## config.mk

```make
export PLATFORM = sky130hd
export DESIGN_NAME = input_mem_ctrl
export DESIGN_NICKNAME = d
export VERILOG_FILES = /design/src/rtl/input_mem_ctrl.sv
export SDC_FILE = /design/constraint.sdc
export NUM_CORES = 1
export LEC_CHECK = 0
export CAP_MARGIN = 5
export CORE_MARGIN = 2
export CORE_UTILIZATION = 45
export CTS_CLUSTER_SIZE = 25
export DETAILED_ROUTE_END_ITERATION = 10
export PLACE_DENSITY = 0.78
export RECOVER_POWER = 100
export SYNTH_ARGS = -nofsm -noshare
export SYNTH_HDL_FRONTEND = slang
export SYNTH_SLANG_ARGS = --single-unit
```

## constraint.sdc

```tcl
create_clock -name I_IMC_HCLK -period 3.5 [get_ports I_IMC_HCLK]
set_clock_uncertainty 0.05 [all_clocks]
set_input_delay 0.7 -clock I_IMC_HCLK [delete_from_list [all_inputs] [get_ports I_IMC_HCLK]]
set_output_delay 0.7 -clock I_IMC_HCLK [all_outputs]
set_load 0.01 [all_outputs]
```

## src/rtl/input_mem_ctrl.sv

```systemverilog
// -----------------------------------------------------------------------------
// input_mem_ctrl
//
// Sequencer for the 192-byte input pixel buffer (64 BGR pixels, 3 bytes each).
// A block runs IDLE -> FILL -> DRAIN -> DONE -> IDLE.
//
// FILL:  each 32-bit AHB read beat is written into four consecutive buffer
//        bytes. The buffer write strobe and four byte addresses come from here.
// DRAIN: the 64 pixel slots are walked in order. Each slot presents its B/G/R
//        read addresses and a PAD flag for slots at or beyond the latched
//        image width.
//
// Handshake (DRAIN side): a slot issues on any cycle with state==DRAIN and
// I_IMC_PIX_READY=1. The read addresses and PAD are combinational from the
// slot counter, so the buffer samples them on that same clock edge.
// O_IMC_PIX_VALID rises one cycle later, together with O_IMC_PIX_IDX for that
// slot. The consumer must take the data on every PIX_VALID cycle; there is no
// back-pressure on the valid cycle itself. On the FILL side, I_IMC_RVALID
// qualifies one beat per cycle while O_IMC_RREQ is high.
//
// Ports
//   I_IMC_HCLK                 clock
//   I_IMC_HRESET_N             synchronous active-low reset
//   I_IMC_START                start one block (accepted only in IDLE)
//   I_IMC_WIDTH[6:0]           valid pixels 1..64 (0 means 64), latched on START
//   O_IMC_RREQ                 request AHB read beats (high throughout FILL)
//   I_IMC_RVALID               read beat valid this cycle
//   O_IMC_WRITE                buffer write strobe
//   O_IMC_PIXEL_IN_ADDR0..3    byte write addresses for RDATA bytes 0..3
//   O_IMC_PIXEL_OUT_ADDRB/G/R  byte read addresses of the current slot
//   O_IMC_PAD                  current read slot is padding
//   I_IMC_PIX_READY            core can accept a pixel next cycle
//   O_IMC_PIX_VALID            buffer pixel outputs valid this cycle
//   O_IMC_PIX_IDX[5:0]         slot index of the pixel flagged by PIX_VALID
//   O_IMC_BUSY                 state != IDLE
//   O_IMC_DONE                 one-cycle pulse, block complete
//   O_IMC_DBG_STATE[1:0]       current FSM state (debug visibility)
// -----------------------------------------------------------------------------
module input_mem_ctrl #(
    parameter int DEPTH_BYTES = 192,
    parameter int PIX_PER_BLK = 64,
    parameter int ADDR_W      = 8
) (
    input  logic              I_IMC_HCLK,
    input  logic              I_IMC_HRESET_N,
    input  logic              I_IMC_START,
    input  logic [6:0]        I_IMC_WIDTH,
    output logic              O_IMC_RREQ,
    input  logic              I_IMC_RVALID,
    output logic              O_IMC_WRITE,
    output logic [ADDR_W-1:0] O_IMC_PIXEL_IN_ADDR0,
    output logic [ADDR_W-1:0] O_IMC_PIXEL_IN_ADDR1,
    output logic [ADDR_W-1:0] O_IMC_PIXEL_IN_ADDR2,
    output logic [ADDR_W-1:0] O_IMC_PIXEL_IN_ADDR3,
    output logic [ADDR_W-1:0] O_IMC_PIXEL_OUT_ADDRB,
    output logic [ADDR_W-1:0] O_IMC_PIXEL_OUT_ADDRG,
    output logic [ADDR_W-1:0] O_IMC_PIXEL_OUT_ADDRR,
    output logic              O_IMC_PAD,
    input  logic              I_IMC_PIX_READY,
    output logic              O_IMC_PIX_VALID,
    output logic [5:0]        O_IMC_PIX_IDX,
    output logic              O_IMC_BUSY,
    output logic              O_IMC_DONE,
    output logic [1:0]        O_IMC_DBG_STATE
);

    // Bytes per pixel slot (3 for BGR).
    localparam int PIX_BYTES = DEPTH_BYTES / PIX_PER_BLK;

    typedef enum logic [1:0] {
        ST_IDLE  = 2'd0,
        ST_FILL  = 2'd1,
        ST_DRAIN = 2'd2,
        ST_DONE  = 2'd3
    } state_t;

    state_t            r_state;
    state_t            w_next_state;

    logic [6:0]        r_width;      // effective width, 1..64
    logic [5:0]        r_beat;       // accepted beats in this FILL
    logic [ADDR_W-1:0] r_waddr;      // byte address of the next beat
    logic [5:0]        r_slot;       // DRAIN slot counter p
    logic              r_pix_valid;
    logic [5:0]        r_pix_idx;

    logic [6:0]        w_width_eff;
    logic [8:0]        w_width_bytes;
    logic [5:0]        w_nbeats;
    logic              w_beat_acc;
    logic              w_last_beat;
    logic              w_issue;
    logic              w_last_slot;

    // A WIDTH of 0 means a full block.
    assign w_width_eff = (I_IMC_WIDTH == 7'd0) ? 7'd64 : I_IMC_WIDTH;

    // NBEATS = ceil(3*W/4). A partial last beat still writes all four bytes.
    // The top byte stays within the buffer because 3*64 is a multiple of 4.
    assign w_width_bytes = 9'(PIX_BYTES * r_width) + 9'd3;
    assign w_nbeats      = w_width_bytes[7:2];

    assign w_beat_acc  = (r_state == ST_FILL) && I_IMC_RVALID;
    assign w_last_beat = (r_beat == (w_nbeats - 6'd1));
    assign w_issue     = (r_state == ST_DRAIN) && I_IMC_PIX_READY;
    assign w_last_slot = (r_slot == 6'(PIX_PER_BLK - 1));

    // -------------------------------------------------------------------------
    // FSM state register
    // -------------------------------------------------------------------------
    always_ff @(posedge I_IMC_HCLK) begin
        if (!I_IMC_HRESET_N) begin
            r_state <= ST_IDLE;
        end else begin
            r_state <= w_next_state;
        end
    end

    // -------------------------------------------------------------------------
    // FSM next-state logic
    // -------------------------------------------------------------------------
    always_comb begin
        w_next_state = r_state;
        case (r_state)
            ST_IDLE: begin
                if (I_IMC_START) begin
                    w_next_state = ST_FILL;
                end
            end
            ST_FILL: begin
                if (w_beat_acc && w_last_beat) begin
                    w_next_state = ST_DRAIN;
                end
            end
            ST_DRAIN: begin
                if (w_issue && w_last_slot) begin
                    w_next_state = ST_DONE;
                end
            end
            ST_DONE: begin
                w_next_state = ST_IDLE;
            end
            default: begin
                w_next_state = ST_IDLE;
            end
        endcase
    end

    // -------------------------------------------------------------------------
    // Counters and registered outputs
    // -------------------------------------------------------------------------
    always_ff @(posedge I_IMC_HCLK) begin
        if (!I_IMC_HRESET_N) begin
            r_width     <= 7'd0;
            r_beat      <= 6'd0;
            r_waddr     <= '0;
            r_slot      <= 6'd0;
            r_pix_valid <= 1'b0;
            r_pix_idx   <= 6'd0;
        end else begin
            // Width is captured only when a block is actually accepted.
            if ((r_state == ST_IDLE) && I_IMC_START) begin
                r_width <= w_width_eff;
                r_beat  <= 6'd0;
                r_waddr <= '0;
                r_slot  <= 6'd0;
            end

            // RVALID gaps simply hold the fill counters.
            if (w_beat_acc) begin
                r_beat  <= r_beat + 6'd1;
                r_waddr <= r_waddr + ADDR_W'(4);
            end

            // PIX_READY low holds the slot, so the buffer re-reads it.
            if (w_issue) begin
                r_slot    <= r_slot + 6'd1;
                r_pix_idx <= r_slot;
            end

            // The buffer read is registered, so valid trails the issue by one.
            r_pix_valid <= w_issue;
        end
    end

    // -------------------------------------------------------------------------
    // Outputs
    // -------------------------------------------------------------------------
    always_comb begin
        O_IMC_PIXEL_IN_ADDR0  = '0;
        O_IMC_PIXEL_IN_ADDR1  = '0;
        O_IMC_PIXEL_IN_ADDR2  = '0;
        O_IMC_PIXEL_IN_ADDR3  = '0;
        O_IMC_PIXEL_OUT_ADDRB = '0;
        O_IMC_PIXEL_OUT_ADDRG = '0;
        O_IMC_PIXEL_OUT_ADDRR = '0;
        O_IMC_PAD             = 1'b0;

        if (r_state == ST_FILL) begin
            O_IMC_PIXEL_IN_ADDR0 = r_waddr;
            O_IMC_PIXEL_IN_ADDR1 = r_waddr + ADDR_W'(1);
            O_IMC_PIXEL_IN_ADDR2 = r_waddr + ADDR_W'(2);
            O_IMC_PIXEL_IN_ADDR3 = r_waddr + ADDR_W'(3);
        end

        if (r_state == ST_DRAIN) begin
            O_IMC_PIXEL_OUT_ADDRB = ADDR_W'(PIX_BYTES * r_slot);
            O_IMC_PIXEL_OUT_ADDRG = ADDR_W'(PIX_BYTES * r_slot + 1);
            O_IMC_PIXEL_OUT_ADDRR = ADDR_W'(PIX_BYTES * r_slot + 2);
            O_IMC_PAD             = ({1'b0, r_slot} >= r_width);
        end
    end

    assign O_IMC_RREQ      = (r_state == ST_FILL);
    assign O_IMC_WRITE     = w_beat_acc;
    assign O_IMC_PIX_VALID = r_pix_valid;
    assign O_IMC_PIX_IDX   = r_pix_idx;
    assign O_IMC_BUSY      = (r_state != ST_IDLE);
    assign O_IMC_DONE      = (r_state == ST_DONE);
    assign O_IMC_DBG_STATE = r_state;

endmodule
```

* Yosys cells after proc, flatten, opt, wreduce, memory -nomap -nowiden *
Cells that the tools add are included.

storage, ports and cells
  register bits = 36
  bits in latches = 0
  RAM bits = 0
  memory bits (read-only) = 0
  output and inout port bits = 70
  logic and storage cells = 57
  memories = 0

cells by class
  $add $sub $neg = 10
  multipliers = 2
  divide/modulo/power cells = 0
  $lt $le $gt $ge = 1
  eq/ne operators = 8
  shift-type cells = 0
  multiplexer cells = 18
  bitwise operators = 0
  reduce and logical (&&, ||, !) cells = 11

operators by type and width
  kind                                                                      count
  8-bit 2-to-1 mux                                                          9
  8-bit by 2-bit adder with 8-bit output (second input constant)            4
  6-bit 2-to-1 mux                                                          3
  8-bit by 1-bit adder with 8-bit output (second input constant)            2
  6-bit by 1-bit adder with 6-bit output (second input constant)            2
  8-bit by 3-bit adder with 8-bit output (second input constant)            1
  2-bit by 6-bit multiplier with 8-bit output (first input constant)        1
  2-bit by 7-bit multiplier with 8-bit output (first input constant)        1
  2-bit case mux with 4 select lines                                        1
  6-bit by 7-bit greater-or-equal comparator with 1-bit output              1
  7-bit zero test                                                           1
  7-bit 2-to-1 mux                                                          1
  6-bit equality test                                                       1
  6-bit equality test (second input constant)                               1
  2-bit 2-to-1 mux                                                          3
  2-bit nonzero test                                                        3
  6-bit by 1-bit subtractor with 6-bit output (second input constant)       1
  1-bit logical AND                                                         5
  2-bit equality test (second input constant)                               2
  2-bit inequality test (second input constant)                             2
  3-bit AND reduction                                                       1
  2-bit by 1-bit equality test with 1-bit output (second input constant)    1
  2-bit zero test                                                           1
  2-bit by 1-bit inequality test with 1-bit output (second input constant)  1
  1-bit 2-to-1 mux                                                          1

* Logic depth before layout (Yosys ltp) *
  depth in word-level cells = 7
  gate-level depth with buffers = 12
  depth with buffers taken out = 11

* Least setup slack after synthesis *
No wires, ideal clock.

  kind = register to output
  start = reg r_slot[1]
  end = out O_IMC_PIXEL_OUT_ADDRG[7]
  data arrival time = 2.279 ns
  data required time = 2.750 ns
  path slack = 0.471 ns
  cell stages (with the launch flop) = 9
  buffers on the path = 0
  cells stage by stage = dfxtp_1 > ha_1 > fa_1 > a21o_1 > a21o_1 > xor2_1 > nand2b_1 > o31ai_1 > nor3b_1

on the way
  word-level cells in the longest chain between the ends = 3

RTL lines
  item                                         RTL line  RTL
  start, declared                              83        logic [5:0] r_slot;
  start signal, assigned                       177       r_slot <= r_slot + 6'd1;
  2-bit by 6-bit multiplier with 8-bit output  208       O_IMC_PIXEL_OUT_ADDRG = ADDR_W'(PIX_BYTES * r_slot + 1);
  8-bit by 1-bit adder with 8-bit output       208
  8-bit 2-to-1 mux                             206       if (r_state == ST_DRAIN) begin
  end, declared                                56        output logic [ADDR_W-1:0] O_IMC_PIXEL_OUT_ADDRG,

No other way between the ends.

* Final worst setup path *
  start = reg r_slot[1]
  end = out O_IMC_PIXEL_OUT_ADDRG[6]

Same word-level chain as after synthesis.

==> metrics.cfg <==
[run_status]
status=completed

[sta]
setup_viol=0
layout_min_cycle_time_ns=3.36
relSlewSlack=0.300
rsz0062_at_grt=false
worst_slew_pin_slew_ns=1.05
fin_crit_sh=0.959
setup_ws_ns=0.145
fin_setup_tns_ns=0
slew_violations=0
fmax_mhz=298
hold_viol_final=0

[drt]
final_antenna_net_count=0
vias_per_cell=5.35
first_pass_iters=4
drt-total-wl_microns=7460
num_vias=2900
drt_first_iter_violations=240
detail_route.wl_per_cell_microns=13.8
drc_errors=0

[min_path]
holdCritPathClass=reg2reg
hold_depth=2
hold_path.startpoint=O_IMC_PIX_IDX[2]
whs_endpoint=O_IMC_PIX_IDX[2]

[place]
finalWeightedCongestion=0.874
dp_worst_setup_slack_ns=0.0872
dpl.hpwl_microns=5780
portBuffers=77

[worst_setup_path]
crit_path_end_kind=output pin
start_kind=flop
cp_max_fo=4
cp.arrival_ns=2.61
cp.required_ns=2.75
r2r-start=r_width[1]
crit_type=reg2out
rr_endpoint=O_IMC_DBG_STATE[1]
reg2regPathDepth=9
rrSetupSlack_ns=0.18

[logic_synthesis]
synth_flop_cell=dfxtp_1
synth_sequential_area_ratio=0.222
syn_inst=395
mappedNetlistArea_sq_um=3060
ys_seq_elements=34
synthDistinctLibCells=53
yosysWarnings=0
synth-edff-count=0
async_flop_share=0
avgSynthCellArea_sq_um=7.75

[global_routing]
gr-total-overflow=0
grt_pass1_wl_microns=12600
grt_antenna_before_repair=0
grt_max_degree=37
grtUsageTotal=0.203
grt_pass1_vias=2742

[cells_and_area]
final_nets=506
num_antenna_cells=0
final_common_cell=dlygate4sd3_1
n_fill_cell=618
layout_common_cells=dlygate4sd3_1 (46), nand2_1 (44), dfxtp_1 (33), ha_1 (32), nor2_1 (29)
area_growth_pct=28.7
drive_gt1_frac=0.0606

[die]
die-area_sq_um=7480
die_x_microns=86.5
core_area_sq_um=6680
io_pins=82
fp.dieH_microns=86.5
start_util=0.458
rows=30

[cts]
cts_tree=yes
numCtsBuffers=5
clk_latency_ns=0.28
cts_buffer_depth=2
clock-root-buffer=clkbuf_8
clock-sinks=34
htreeDepth=2
clk_pin_slew_ns=0.07

[pwr]
switching_share=0.405
seqPwrFrac=0.265
p_leak_nw=1.82
pwr-share-clk=0.193
p_comb_frac=0.542
p_sw_mw=0.706
vdd_drop_max_uv=185
intPower_mw=1.04
pwr_density_cell_nw_per_um2=443

[job]
cap_viol_max_count=0

==> flip-flops by register name (all words and copies together) (netlist names) <==
signal,cells
O_IMC_DBG_STATE,2
O_IMC_PIX_IDX,6
O_IMC_PIX_VALID,1
r_beat,6
r_slot,6
r_waddr,6
r_width,7
==> critical path, stage by stage (launching register included) <==
cell and delay (ns):
dfxtp_1 0.35, ha_1 0.22, fa_2 0.36, a21o_1 0.16, a21o_1 0.20, xor2_1 0.17
nor3b_2 0.20, nand2_1 0.09, xnor2_1 0.13, and2_0 0.17, dlygate4sd2_1 0.28
==> how the worst max path moves through the flow <==
stage,cells past startpoint,to,startpoint
detailed placement,10,O_IMC_PIXEL_OUT_ADDRG[6],r_slot[1]
global route,9,O_IMC_DBG_STATE[1],r_width[2]
CTS,9,O_IMC_PIXEL_OUT_ADDRR[5],r_slot[1]
finish,10,O_IMC_PIXEL_OUT_ADDRG[6],r_slot[1]
floorplan,8,O_IMC_PIXEL_OUT_ADDRG[7],r_slot[1]
global placement,9,O_IMC_PIXEL_OUT_ADDRG[7],r_slot[1]
==> routing by layer <==
layer  up-vias  global-route usage  part of all wire
li1       1486                   -                 -
met1      1343               0.263              0.46
met2        63               0.340              0.49
met3         8              0.0343             0.044
met4         0              0.0710             0.012
met5         -                   0                 0
==> cell usage after synthesis, types with 3 or more instances <==
cell type | instances | share of area
nand3_1 | 6 | 0.0098
a21o_1 | 9 | 0.022
xor2_1 | 12 | 0.034
nor3_1 | 5 | 0.0082
o211ai_1 | 3 | 0.0074
o21ai_0 | 23 | 0.038
mux2i_1 | 4 | 0.013
nor4_1 | 4 | 0.0082
nor2_1 | 29 | 0.036
nor2b_1 | 7 | 0.014
buf_2 | 3 | 0.0049
ha_1 | 32 | 0.13
nand2b_1 | 4 | 0.0082
clkbuf_1 | 11 | 0.013
a21boi_0 | 14 | 0.034
a22oi_1 | 3 | 0.0074
nor3b_1 | 5 | 0.012
and3_1 | 4 | 0.0082
buf_4 | 20 | 0.049
nand2_1 | 44 | 0.054
and2_1 | 30 | 0.061
nand4_1 | 7 | 0.014
a21oi_1 | 19 | 0.031
dfxtp_1 | 34 | 0.22
xnor2_1 | 11 | 0.031
inv_1 | 17 | 0.021
==> power by group through the flow <==
stage / Combinational (mW) / Clock (mW) / Sequential [mW]
final: 0.944 / 0.337 / 0.463
after global placement: 0.945 / 0 / 0.471
after detailed placement: 0.968 / 0 / 0.472
after global routing: 1.05 / 0.365 / 0.469
after floorplan: 0.695 / 0 / 0.466
after CTS: 0.977 / 0.344 / 0.463
==> per-stage QoR <==
stage                     power [mW]  hold WS [ns]  area (sq um)  std cells   util
after floorplan                 1.16         0.410          3070        398      -
after global placement          1.42         0.408          3830        534  0.574
after detailed placement        1.44         0.415          3830        534  0.574
after CTS                       1.78         0.424          3950        542  0.591
after global routing            1.88         0.447          3940        542  0.590
final                           1.74         0.414          3940        542  0.590
==> cell type report <==
| cell class | instances | area, sq um | share of cell area |
|---|---|---|---|
| Timing Repair Buffer | 90 | 850 | 0.216 |
| Inverter | 19 | 71.3 | 0.0181 |
| Multi-Input combinational cell | 311 | 2130 | 0.540 |
| Tap cell | 80 | 100 | 0.0254 |
| Clock buffer | 8 | 110 | 0.0280 |
| Sequential cell | 34 | 682 | 0.173 |
==> cell families (layout without fill, tap and decap cells) <==
logic type                 after synthesis  after routing  synth area share
xor gates and xnor gates                25             25            0.0805
AOI/OAI and AO/OA                       89             89             0.191
adders and majority gates               33             33             0.137
muxes                                    5              5            0.0168
DFF                                     34             34             0.222
other                                    1              4           0.00123
and+or+nand+nor                        155            155             0.260
buffers and inverters                   53            117            0.0908
==> timing repair <==
action | 4_1_cts | 5_1_grt
endpoints found under the setup margin | 4 | 7
gates cloned | 0 | 0
hold buffers | 0 | 0
resized for setup | 6 | 11
hold endpoints to repair | 0 | 0
buffers inserted | 0 | 0
Power figures use the tool's default switching activity.
